## src/rtl/alu_muldiv_sequencer.sv

```systemverilog
// ---------------------------------------------------------------------------------------------
// alu_muldiv_sequencer
//
// Multi-cycle controller that borrows the shared ALU to execute unsigned RV32M operations
// (MUL, MULHU, DIVU, REMU). Multiply is shift-add and divide is restoring. Each runs for 32
// steps and issues one ALU add or subtract per step. While busy, this block owns the ALU
// inputs (the top level muxes them on alu_grant_o) and stalls the pipeline.
//
// Ports
//   clk_i               system clock, rising edge
//   rst_ni              asynchronous active-low reset
//   halt_i              freeze all state, counter and outputs
//   flush_i             abort any operation in progress; no done, result unchanged
//   start_i             request a new operation; sampled only in idle
//   md_op_i             00 MUL, 01 MULHU, 10 DIVU, 11 REMU
//   rs1_val_i           multiplicand / dividend
//   rs2_val_i           multiplier / divisor
//   alu_result_comb_i   unregistered ALU result for the operation driven by this block
//   alu_grant_o         ALU inputs are muxed from this block
//   alu_op_val_o        ALU op code (OpAdd / OpSub, zero when not calculating)
//   alu_operand_a_o     ALU operand A
//   alu_operand_b_o     ALU operand B
//   stall_o             pipeline stall request
//   busy_o              operation in progress
//   done_o              one-cycle pulse, result_o valid
//   result_o            final result, held until the next completed operation
// ---------------------------------------------------------------------------------------------
module alu_muldiv_sequencer #(
    parameter int unsigned XLEN   = 32,
    parameter logic [3:0]  OP_ADD = 4'b0001,
    parameter logic [3:0]  OP_SUB = 4'b0010
) (
    input  logic            clk_i,
    input  logic            rst_ni,
    input  logic            halt_i,
    input  logic            flush_i,
    input  logic            start_i,
    input  logic [1:0]      md_op_i,
    input  logic [XLEN-1:0] rs1_val_i,
    input  logic [XLEN-1:0] rs2_val_i,
    input  logic [XLEN-1:0] alu_result_comb_i,
    output logic            alu_grant_o,
    output logic [3:0]      alu_op_val_o,
    output logic [XLEN-1:0] alu_operand_a_o,
    output logic [XLEN-1:0] alu_operand_b_o,
    output logic            stall_o,
    output logic            busy_o,
    output logic            done_o,
    output logic [XLEN-1:0] result_o
);

    typedef enum logic [1:0] {StIdle, StCalc, StDone} state_e;

    localparam logic [1:0] OpMul   = 2'b00;
    localparam logic [1:0] OpMulhu = 2'b01;
    localparam logic [1:0] OpDivu  = 2'b10;

    state_e          state_q;
    logic [4:0]      count_q;
    logic [1:0]      op_q;
    logic [XLEN-1:0] acc_hi_q;   // multiply: hi, divide: remainder
    logic [XLEN-1:0] acc_lo_q;   // multiply: lo (multiplier), divide: quotient
    logic [XLEN-1:0] opnd_q;     // multiply: multiplicand, divide: divisor
    logic            done_q;
    logic [XLEN-1:0] result_q;

    logic            is_div;
    logic            in_calc;
    logic [XLEN:0]   div_sh;
    logic            div_ge;
    logic            mul_carry;
    logic [XLEN-1:0] hi_step;
    logic [XLEN-1:0] lo_step;
    logic [XLEN-1:0] final_res;
    logic [XLEN-1:0] div0_res;

    assign is_div  = op_q[1];
    assign in_calc = (state_q == StCalc);

    // One iteration of the shift-add / restoring-divide recurrence.
    always_comb begin
        div_sh    = {acc_hi_q, acc_lo_q[XLEN-1]};
        div_ge    = (div_sh >= {1'b0, opnd_q});
        // The ALU is XLEN wide; the carry out of hi + addend is recovered by wrap detection.
        mul_carry = (alu_result_comb_i < acc_hi_q);
        hi_step   = '0;
        lo_step   = '0;
        if (is_div) begin
            hi_step = div_ge ? alu_result_comb_i : div_sh[XLEN-1:0];
            lo_step = {acc_lo_q[XLEN-2:0], div_ge};
        end else begin
            hi_step = {mul_carry, alu_result_comb_i[XLEN-1:1]};
            lo_step = {alu_result_comb_i[0], acc_lo_q[XLEN-1:1]};
        end
        unique case (op_q)
            OpMul, OpDivu: final_res = lo_step;
            default:       final_res = hi_step;
        endcase
        // Divide by zero: DIVU gives all ones, REMU gives the dividend (kept in acc_lo_q).
        div0_res = op_q[0] ? acc_lo_q : '1;
    end

    // ALU drive is combinational from registered state.
    always_comb begin
        alu_op_val_o    = 4'b0000;
        alu_operand_a_o = '0;
        alu_operand_b_o = '0;
        if (in_calc) begin
            if (is_div) begin
                alu_op_val_o    = OP_SUB;
                alu_operand_a_o = div_sh[XLEN-1:0];
                alu_operand_b_o = opnd_q;
            end else begin
                alu_op_val_o    = OP_ADD;
                alu_operand_a_o = acc_hi_q;
                alu_operand_b_o = acc_lo_q[0] ? opnd_q : '0;
            end
        end
    end

    assign busy_o      = (state_q != StIdle);
    assign stall_o     = busy_o;
    assign alu_grant_o = busy_o;
    assign done_o      = done_q;
    assign result_o    = result_q;

    always_ff @(posedge clk_i or negedge rst_ni) begin
        if (!rst_ni) begin
            state_q  <= StIdle;
            count_q  <= '0;
            op_q     <= OpMul;
            acc_hi_q <= '0;
            acc_lo_q <= '0;
            opnd_q   <= '0;
            done_q   <= 1'b0;
            result_q <= '0;
        end else if (flush_i) begin
            state_q <= StIdle;
            count_q <= '0;
            done_q  <= 1'b0;
        end else if (!halt_i) begin
            unique case (state_q)
                StIdle: begin
                    done_q <= 1'b0;
                    if (start_i) begin
                        op_q     <= md_op_i;
                        count_q  <= '0;
                        acc_hi_q <= '0;
                        if (md_op_i[1]) begin
                            acc_lo_q <= rs1_val_i;
                            opnd_q   <= rs2_val_i;
                            state_q  <= (rs2_val_i == '0) ? StDone : StCalc;
                        end else begin
                            acc_lo_q <= rs2_val_i;
                            opnd_q   <= rs1_val_i;
                            state_q  <= StCalc;
                        end
                    end
                end
                StCalc: begin
                    acc_hi_q <= hi_step;
                    acc_lo_q <= lo_step;
                    count_q  <= count_q + 5'd1;
                    if (count_q == 5'd31) begin
                        state_q  <= StDone;
                        done_q   <= 1'b1;
                        result_q <= final_res;
                    end
                end
                StDone: begin
                    // Entered with done_q low only on divide by zero: publish result first.
                    if (done_q) begin
                        done_q  <= 1'b0;
                        state_q <= StIdle;
                    end else begin
                        done_q   <= 1'b1;
                        result_q <= div0_res;
                    end
                end
                default: state_q <= StIdle;
            endcase
        end
    end

endmodule

```

## config.mk

```make
export PLATFORM = sky130hd
export DESIGN_NAME = alu_muldiv_sequencer
export DESIGN_NICKNAME = d
export VERILOG_FILES = /design/src/rtl/alu_muldiv_sequencer.sv
export SDC_FILE = /design/constraint.sdc
export NUM_CORES = 1
export LEC_CHECK = 0
export BUFFER_PORTS_ARGS = -buffer_cell sky130_fd_sc_hd__buf_4
export CAP_MARGIN = 20
export CORE_ASPECT_RATIO = 0.75
export CORE_MARGIN = 2
export CORE_UTILIZATION = 60
export CTS_BUF_LIST = sky130_fd_sc_hd__clkbuf_16
export CTS_CLUSTER_DIAMETER = 30
export DETAILED_ROUTE_END_ITERATION = 8
export GPL_TIMING_DRIVEN = 0
export HOLD_SLACK_MARGIN = 0.03
export PLACE_DENSITY = 0.83
export SYNTH_ARGS = -nofsm -noshare
export SYNTH_HDL_FRONTEND = slang
export SYNTH_SLANG_ARGS = --single-unit
```

## constraint.sdc

```tcl
create_clock -name clk_i -period 5.5 [get_ports clk_i]
set_input_delay 1.1 -clock clk_i [delete_from_list [all_inputs] [get_ports clk_i]]
set_output_delay 1.1 -clock clk_i [all_outputs]
set_load 0.1 [all_outputs]
```

== Word-level counts from Yosys, hierarchy flattened ==
Cells that the tools add are included.
Operators by class
  add/subtract/negate cells: 1
  order comparisons: 2
  equality and inequality tests: 11
  muxes and demuxes: 38
  bitwise gates (word level): 2
  reduce and logical (&&, ||, !) cells: 15
Operators with widths (number)
  32-bit 2-to-1 mux: 16
  32-bit one-hot mux with 2 select lines: 3
  33-bit by 32-bit >= comparator with 1-bit output: 1
  32-bit logical NOT: 1
  32-bit less-than comparator: 1
  2-bit 2-to-1 mux: 9
  5-bit 2-to-1 mux: 3
  4-bit AND reduction: 3
  5-bit one-hot mux with 2 select lines: 1
  3-bit inequality test, second input constant: 2
  2-bit one-hot mux with 3 select lines: 1
  3-bit AND reduction: 2
  2-bit nonzero test: 3
  5-bit by 1-bit adder with 5-bit output, second input constant: 1
  5-bit equality test, second input constant: 1
  5-bit AND reduction: 1
  2-bit equality test, second input constant: 2
  2-bit logical NOT: 2
  1-bit 2-to-1 mux: 4
  2-bit by 1-bit inequality test with 1-bit output, second input constant: 2
  2-bit inequality test, second input constant: 2
  4-bit nonzero test: 1
  3-bit by 2-bit inequality test with 1-bit output, second input constant: 1
  1-bit one-hot mux with 3 select lines: 1
  other kinds (4): 5
Storage, ports and cells
  register bits: 138
  logic and storage cells: 77

== Logic depth before layout (Yosys ltp) ==
Gate-level depths: netlist of the first run.
  word-level depth: 7
  gate-level depth with buffers: 12
  mapped depth without buffers: 10

== Least setup slack after synthesis of the first run ==
OpenSTA, ideal clock, no wires.
  kind: reg-to-output
  start point: reg op_q[1]
  end point: out alu_operand_b_o[10]
  arrival time: 3.198 ns
  slack: 1.202 ns
  stages on the path, launching flop included: 6
  buffers on the path: 3
  cell sequence: dfrtp_1 > buf_2 > clkbuf_1 > nor2_1 > clkbuf_1 > nor3_1
On the way
  word-level cells in the longest chain between the ends: 2
Ends and longest elaborated chain
  from (decl): line 60  | logic [1:0] op_q;
  from (signal assigned): line 131  | op_q <= OpMul;
  from (signal assigned): line 146  | op_q <= md_op_i;
  32-bit 2-to-1 mux: line 109  | if (is_div) begin
  32-bit 2-to-1 mux: line 108  | if (in_calc) begin
  to (decl): line 45  | output logic [XLEN-1:0] alu_operand_b_o,
No other way between the ends.

== Final worst setup path of the first run ==
  start point: reg op_q[1]
  end point: out alu_operand_a_o[1]
On the way
  word-level cells in the longest chain between the ends: 2
Ends and longest elaborated chain
  32-bit 2-to-1 mux: line 109
  32-bit 2-to-1 mux: line 108
  to (decl): line 44  | output logic [XLEN-1:0] alu_operand_a_o,
No other way between the ends.

==> results.ini, run 1 <==
[run_status]
outcome=finished clean

[power]
vdd_drop_max_mv=0.4718
p_leak_nw=5.860
power.density_mw_per_mm2=502.4

[global_route]
grt_max_degree=88
grt_pass1_vias=10800
antenna_found_initial=0
grt_first_pass_wirelength_mm=59.19
overflow=0
grtUsageTotal_pct=41.47

[logic_synthesis]
synth_area_sq_mm=0.01038
synthTopCellsByArea=dfrtp_1, mux2i_1, ha_1
async_reset_ff_share_pct=100.0
synth_cell_types=53
synth_edf_count=0
syn_area_per_cell_sq_um=8.456
yosys.area.top_type=dfrtp_1
synth_cells=1228
yosysTopAreaCellShare_pct=33.26
synth_seq_area_share_pct=33.26
ys_seq_elements=138
netlist_top_cells_count=nor2_1, dfrtp_1, a21oi_1, mux2i_1, nand2_1
yosysWarningCount=0
synth_most_common_cell=nor2_1
synth-main-ff-cell=dfrtp_1

[floorplanning]
die_h_um=117.9
rows=41
die_area_sq_mm=0.01839
core-area_sq_mm=0.01688
start_util_pct=61.52
io_pins=207
die_x_um=155.9

[drt]
route.vias.total=11070
wl_per_cell_um=22.75
detail-route-antenna-nets=0
drc=0
drt-total-wl_mm=38.21
dr.pass1.iters=5
drt-initial-drc-count=1417
vias_per_cell=6.590

[clock_network]
cts_resized=0
root_buffer=clkbuf_16
htree_levels=4
hold_buffers=0
post-cts-setup-buffer-count=0
ctsLongestPathBuffers=2
numCtsBuffers=17
clkLatencyLatePin_ns=0.43
clkTransAtPathRegs_ns=0.06
clock_sinks=138
cts_tree=built

[sta]
fin_ws_ns=0.9401
worst_pin_slew_ns=1.138
period_needed_ns=4.560
slew_viol_final=0
fmax_mhz=219.3
slew_headroom_pct=23.57
setup_tns_ns=0
fin_crit_sh_pct=82.91
rsz0062_at_grt=false
skew_ns=0.01129
hold_viol=0
setup_violations=0

[worst_setup_path]
slowest_delay_ns=0.69
reg2reg_to=acc_hi_q[10]
critPathKind=flop to output pin
required_ns=4.40
reg2reg_slack_ns=1.89
path_buf_inv=5
reg2reg_from=state_q[1]
cp-end-kind=output pin
crit_family=buffers and inverters
crit_top_cell=buf_2
startpoint=op_q[1]
slowest_stage=buf_1
reg2reg_depth=8
start_kind=flop
path_max_fanout=10
cp.arrival_ns=3.46
worst-path-stages=7
cp-endpoint=alu_operand_a_o[1]
crit_chain=buf_2 > clkbuf_1 > buf_2 > buf_1 > mux2i_1 > nor2_1 > buf_4

[place]
dp_hpwl_mm=29.57
gp_congestion=0.9558
place_area_sq_mm=0.01221
io_buffers=203
place_worst_setup_slack_ns=1.600

[final_layout]
final_nets=1623
syn_to_final_growth_pct=23.22
diodes=0
stdcell_area_sq_mm=0.01279
drive_gt1_share_pct=21.50

[job]
maxCapViolations=0

[hold_path]
worstHoldPathType=flop to flop

[power by group]
| part | internal, mW | total [mW] | switching, mW |
|---|---|---|---|
| Clock | 0.703 | 1.17 | 0.468 |
| Combinational | 1.02 | 3.53 | 2.52 |
| Sequential | 1.35 | 1.72 | 0.376 |
| Total | 3.07 | 6.43 | 3.36 |
[tightest hold or removal path, cell delays in order (launching register included)]
cell and delay, ns:
dfrtp_1 0.35, a21oi_1 0.06, o31ai_1 0.06
[logic make-up (layout without fill, tap and decap cells)]
family	count (synthesis)	count (layout)	share of synthesized area [%]
flops	138	138	33.26
compound gates	387	387	24.99
buf+inv	170	406	6.892
other cells	1	2	0.03611
mux	127	127	12.62
simple gates	337	337	14.01
fa+ha+maj	68	68	8.194
[how the worst min path moves through the flow]
stage            startpoint            to  slack (ns)  cells past startpoint
4_1_cts        result_o[28]  result_o[28]        0.50                      2
6_report       result_o[28]  result_o[28]        0.50                      2
2_1_floorplan    count_q[4]    count_q[4]        0.47                      1
5_1_grt          count_q[4]    count_q[4]        0.53                      1
3_3_place_gp   result_o[26]  result_o[26]        0.48                      2
3_5_place_dp   result_o[28]  result_o[28]        0.48                      2
[registers in the layout, indices dropped and copies added (netlist names)]
register  cells
acc_hi_q     32
acc_lo_q     32
count_q       5
done_o        1
op_q          2
opnd_q       32
result_o     32
state_q       2
[placed cells by master (no fill, tap or decap), types with 31 or more instances in the layout]
cell type | Yosys | final
inv_1 | 71 | 71
o21ai_0 | 80 | 80
ha_1 | 68 | 68
clkbuf_1 | 71 | 71
nor2_1 | 164 | 164
mux2_2 | 31 | 31
nand2_1 | 87 | 87
o31ai_1 | 34 | 34
a21oi_1 | 134 | 134
a21boi_0 | 31 | 31
mux2i_1 | 96 | 96
buf_4 | 4 | 206
nor3_1 | 38 | 38
dfrtp_1 | 138 | 138
[final cells by class]
class,count,area [sq um]
timing repair buffer,204,1555
inverter,73,274.0
buffer,97,441.7
clock buffer,17,425.4
fill,1283,4083
sequential,138,3453
tap,215,269.0
clock inverter,15,157.7
multi-input combinational,921,6218
[through the flow]
| step | util [%] | total power, mW | std cells | hold WS (ns) |
|---|---|---|---|---|
| floorplan | - | 4.188 | 1229 | 0.4723 |
| global placement | 72.17 | 5.091 | 1647 | 0.4825 |
| detailed placement | 72.36 | 5.167 | 1648 | 0.4841 |
| CTS | 75.81 | 6.328 | 1680 | 0.4972 |
| global route | 75.81 | 6.689 | 1680 | 0.5337 |
| finish | 75.81 | 6.428 | 1680 | 0.5006 |
[layer usage]
metal	up-vias	GRT usage, %	share of wire [%]
li1	4871	-	-
met1	5226	56.91	40
met2	829	61.42	43
met3	145	11.05	12
met4	0	18.58	4.7
met5	-	0	0
Note: power is estimated with default switching activity, not from simulation.
==> inputs of run 2 (changes only) <==
--- a/config.mk
+++ b/config.mk
@@ -9,13 +9,13 @@
 export CAP_MARGIN = 20
 export CORE_ASPECT_RATIO = 0.75
 export CORE_MARGIN = 2
-export CORE_UTILIZATION = 60
+export CORE_UTILIZATION = 51
 export CTS_BUF_LIST = sky130_fd_sc_hd__clkbuf_16
 export CTS_CLUSTER_DIAMETER = 30
 export DETAILED_ROUTE_END_ITERATION = 8
 export GPL_TIMING_DRIVEN = 0
 export HOLD_SLACK_MARGIN = 0.03
-export PLACE_DENSITY = 0.83
+export PLACE_DENSITY = 0.75
 export SYNTH_ARGS = -nofsm -noshare
 export SYNTH_HDL_FRONTEND = slang
 export SYNTH_SLANG_ARGS = --single-unit
==> constraint.sdc (replaced) <==
create_clock -name clk_i -period 3.7 [get_ports clk_i]
set_input_delay 0.74 -clock clk_i [delete_from_list [all_inputs] [get_ports clk_i]]
set_output_delay 0.74 -clock clk_i [all_outputs]
set_load 0.1 [all_outputs]
==> run 2 against run 1 <==
Utilization is 12 points lower. Hold slack worse by 0.20 ns. Critical path depth grew 1. Via count decreased by 0.91%. Register-to-register slack got worse by 1.8 ns. Clock power rose by 53%. Global-route usage shrank 5.3 points. Sequential power rose by 51%. Critical path type unchanged. Largest cell class unchanged.
==> results.ini, run 2 (same netlist as run 1, synthesis figures left out) <==
[floorplanning]
die_h_um=127.6  ; was 117.9 um
start_util_pct=51.66  ; was 61.52%
core-area_sq_mm=0.02010  ; was 0.01688 sq mm
io_pins=207  ; unchanged
rows=45  ; was 41
die_area_sq_mm=0.02153  ; was 0.01839 sq mm
die_x_um=168.8  ; was 155.9 um

[final_layout]
stdcell_area_sq_mm=0.01286  ; was 0.01279 sq mm
mostFrequentLayoutCell=buf_4  ; unchanged
final_nets=1622  ; was 1,623
most-common-layout-cells=buf_4, nor2_1, dfrtp_1, a21oi_1, mux2i_1  ; unchanged
drive_gt1_share_pct=21.52  ; was 21.50%
syn_to_final_growth_pct=23.81  ; was 23.22%
num-fill-cells=1778  ; was 1,283
diodes=0  ; unchanged
final_cells=1722  ; was 1,680

[place]
dp_hpwl_mm=29.82  ; was 29.57 mm
place_worst_setup_slack_ns=0.1703  ; was 1.600 ns
io_buffers=203  ; unchanged
gp_congestion=0.9763  ; was 0.9558
dp.cells=1691  ; was 1,648
place_area_sq_mm=0.01227  ; was 0.01221 sq mm

[sta]
slew_viol_final=0  ; unchanged
period_needed_ns=3.631
fin_hold_ws_ns=0.2980  ; was 0.5006 ns
fmax_mhz=275.4
setup_violations=0  ; unchanged
fin_ws_ns=0.06928  ; was 0.9401 ns
fin_crit_sh_pct=98.13
slew_headroom_pct=24.82  ; was 23.57%
rsz0062_at_grt=false  ; unchanged
worst_pin_slew_ns=1.119  ; was 1.138 ns
skew_ns=0.01394  ; was 0.01129 ns
setup_tns_ns=0  ; unchanged
hold_viol=0  ; unchanged

[clock_network]
clkTransAtPathRegs_ns=0.06  ; about the same
clock_sinks=138  ; unchanged
numCtsBuffers=17  ; unchanged
htree_levels=4  ; unchanged
cts_tree=built  ; unchanged
post-cts-setup-buffer-count=0  ; unchanged
hold_buffers=0  ; unchanged
root_buffer=clkbuf_16  ; unchanged
ctsLongestPathBuffers=2  ; unchanged
clkLatencyLatePin_ns=0.45  ; was 0.43 ns

[global_route]
grtUsageTotal_pct=36.15  ; was 41.47%
overflow=0  ; unchanged
grt_max_degree=74  ; was 88
antenna_found_initial=0  ; unchanged
grt_first_pass_wirelength_mm=59.57  ; was 59.19 mm
grt_pass1_vias=10570  ; was 10,800

[job]
maxCapViolations=0  ; unchanged

[worst_setup_path]
cp.arrival_ns=2.89  ; was 3.46 ns
start_kind=flop  ; unchanged
required_ns=2.96  ; was 4.40 ns
slowest_stage=clkbuf_1  ; was buf_1
crit_family=buffers and inverters  ; unchanged
path_buf_inv=6  ; was 5
slowest_delay_ns=0.49  ; was 0.69 ns
cp-end-kind=output pin  ; unchanged
crit_chain=inv_1 > ha_1 > clkbuf_1 > inv_2 > clkbuf_1 > clkbuf_1 > nor2_1 > buf_4  ; was buf_2 > clkbuf_1 > buf_2 > buf_1 > mux2i_1 > nor2_1 > buf_4
critPathKind=flop to output pin  ; unchanged
path_max_fanout=10  ; unchanged
crit_top_cell=clkbuf_1  ; was buf_2

[drt]
wl_per_cell_um=22.50  ; was 22.75 um
route.vias.total=10970  ; was 11,070
detail-route-antenna-nets=0  ; unchanged
drt-total-wl_mm=38.74  ; was 38.21 mm
dr.pass1.iters=9  ; was 5
vias_per_cell=6.370  ; was 6.590
drt-initial-drc-count=1446  ; was 1,417
drc=0  ; unchanged

[hold_path]
worstHoldPathType=input pin to async pin  ; was flop to flop

[power]
vdd_drop_max_mv=0.8697  ; was 0.4718 mV
power.density_mw_per_mm2=746.6  ; was 502.4 mW/mm^2
p_leak_nw=5.900  ; was 5.860 nW

[run_status]
outcome=finished clean  ; unchanged

## run 2: per-stage QoR
stage | total power, mW | utilization, %
floorplan | 6.225 | -
global placement | 7.569 | 60.87
detailed placement | 7.678 | 61.02
CTS | 9.466 | 63.98
global route | 10.02 | 63.96
finish | 9.598 | 63.96
## run 2: final timing paths
| path | slack (ns) | depth (start not counted) | to | from |
|---|---|---|---|---|
| hold reg to reg | 0.50 | 2 | result_o[13] | result_o[13] |
| hold / removal | 0.30 | 1 | opnd_q[28] | rst_ni |
| setup / recovery | 0.07 | 8 | alu_operand_a_o[22] | state_q[1] |
| setup reg to reg | 0.10 | 11 | acc_hi_q[30] | acc_lo_q[31] |
| max in group asynchronous | 2.58 | 2 | opnd_q[3] | rst_ni |
| min in group clk_i | 0.50 | 2 | result_o[13] | result_o[13] |
## run 2: final cells by class
class                   instances  area, sq um  share of cell area [%]
clock buffers                  17        425.4                   3.309
multi-input cells             921         6218                   48.37
clock inverters                15        166.4                   1.294
plain buffers                  96        440.4                   3.426
well taps                     258        322.8                   2.511
inverters                      73        274.0                   2.131
flip-flops and latches        138         3453                   26.86
repair buffers                204         1555                   12.10
## run 2: metal layers
metal | global-route usage (%) | vias to the layer above | wire (um)
met1 | 50.60 | 5233 | 15960
met3 | 7.497 | 105 | 4627
met2 | 54.87 | 772 | 16700
li1 | - | 4860 | -
met4 | 14.60 | 0 | 1452
met5 | 0 | - | 0
## run 2: what timing repair did
item	in CTS	in global routing
hold endpoints to repair	0	0
resized for setup	2	0
endpoints found under the setup margin	12	25
pin swaps	0	0
## run 2: worst reg2reg max path, stage by stage (launching register included)
cell	delay [ns]
dfrtp_1	0.45
inv_1	0.14
ha_1	0.32
nand2b_4	0.16
a2111oi_4	0.32
nand4b_1	0.15
a31oi_1	0.24
o21ai_2	0.53
clkbuf_1	0.49
a21boi_0	0.20
a211oi_2	0.31
o32ai_2	0.12
## run 2: where the power goes
group	switching (mW)	leakage, nW	internal [mW]
combinational	3.70	3.86	1.51
clock	0.690	0.308	1.10
sequential	0.586	1.74	2.00
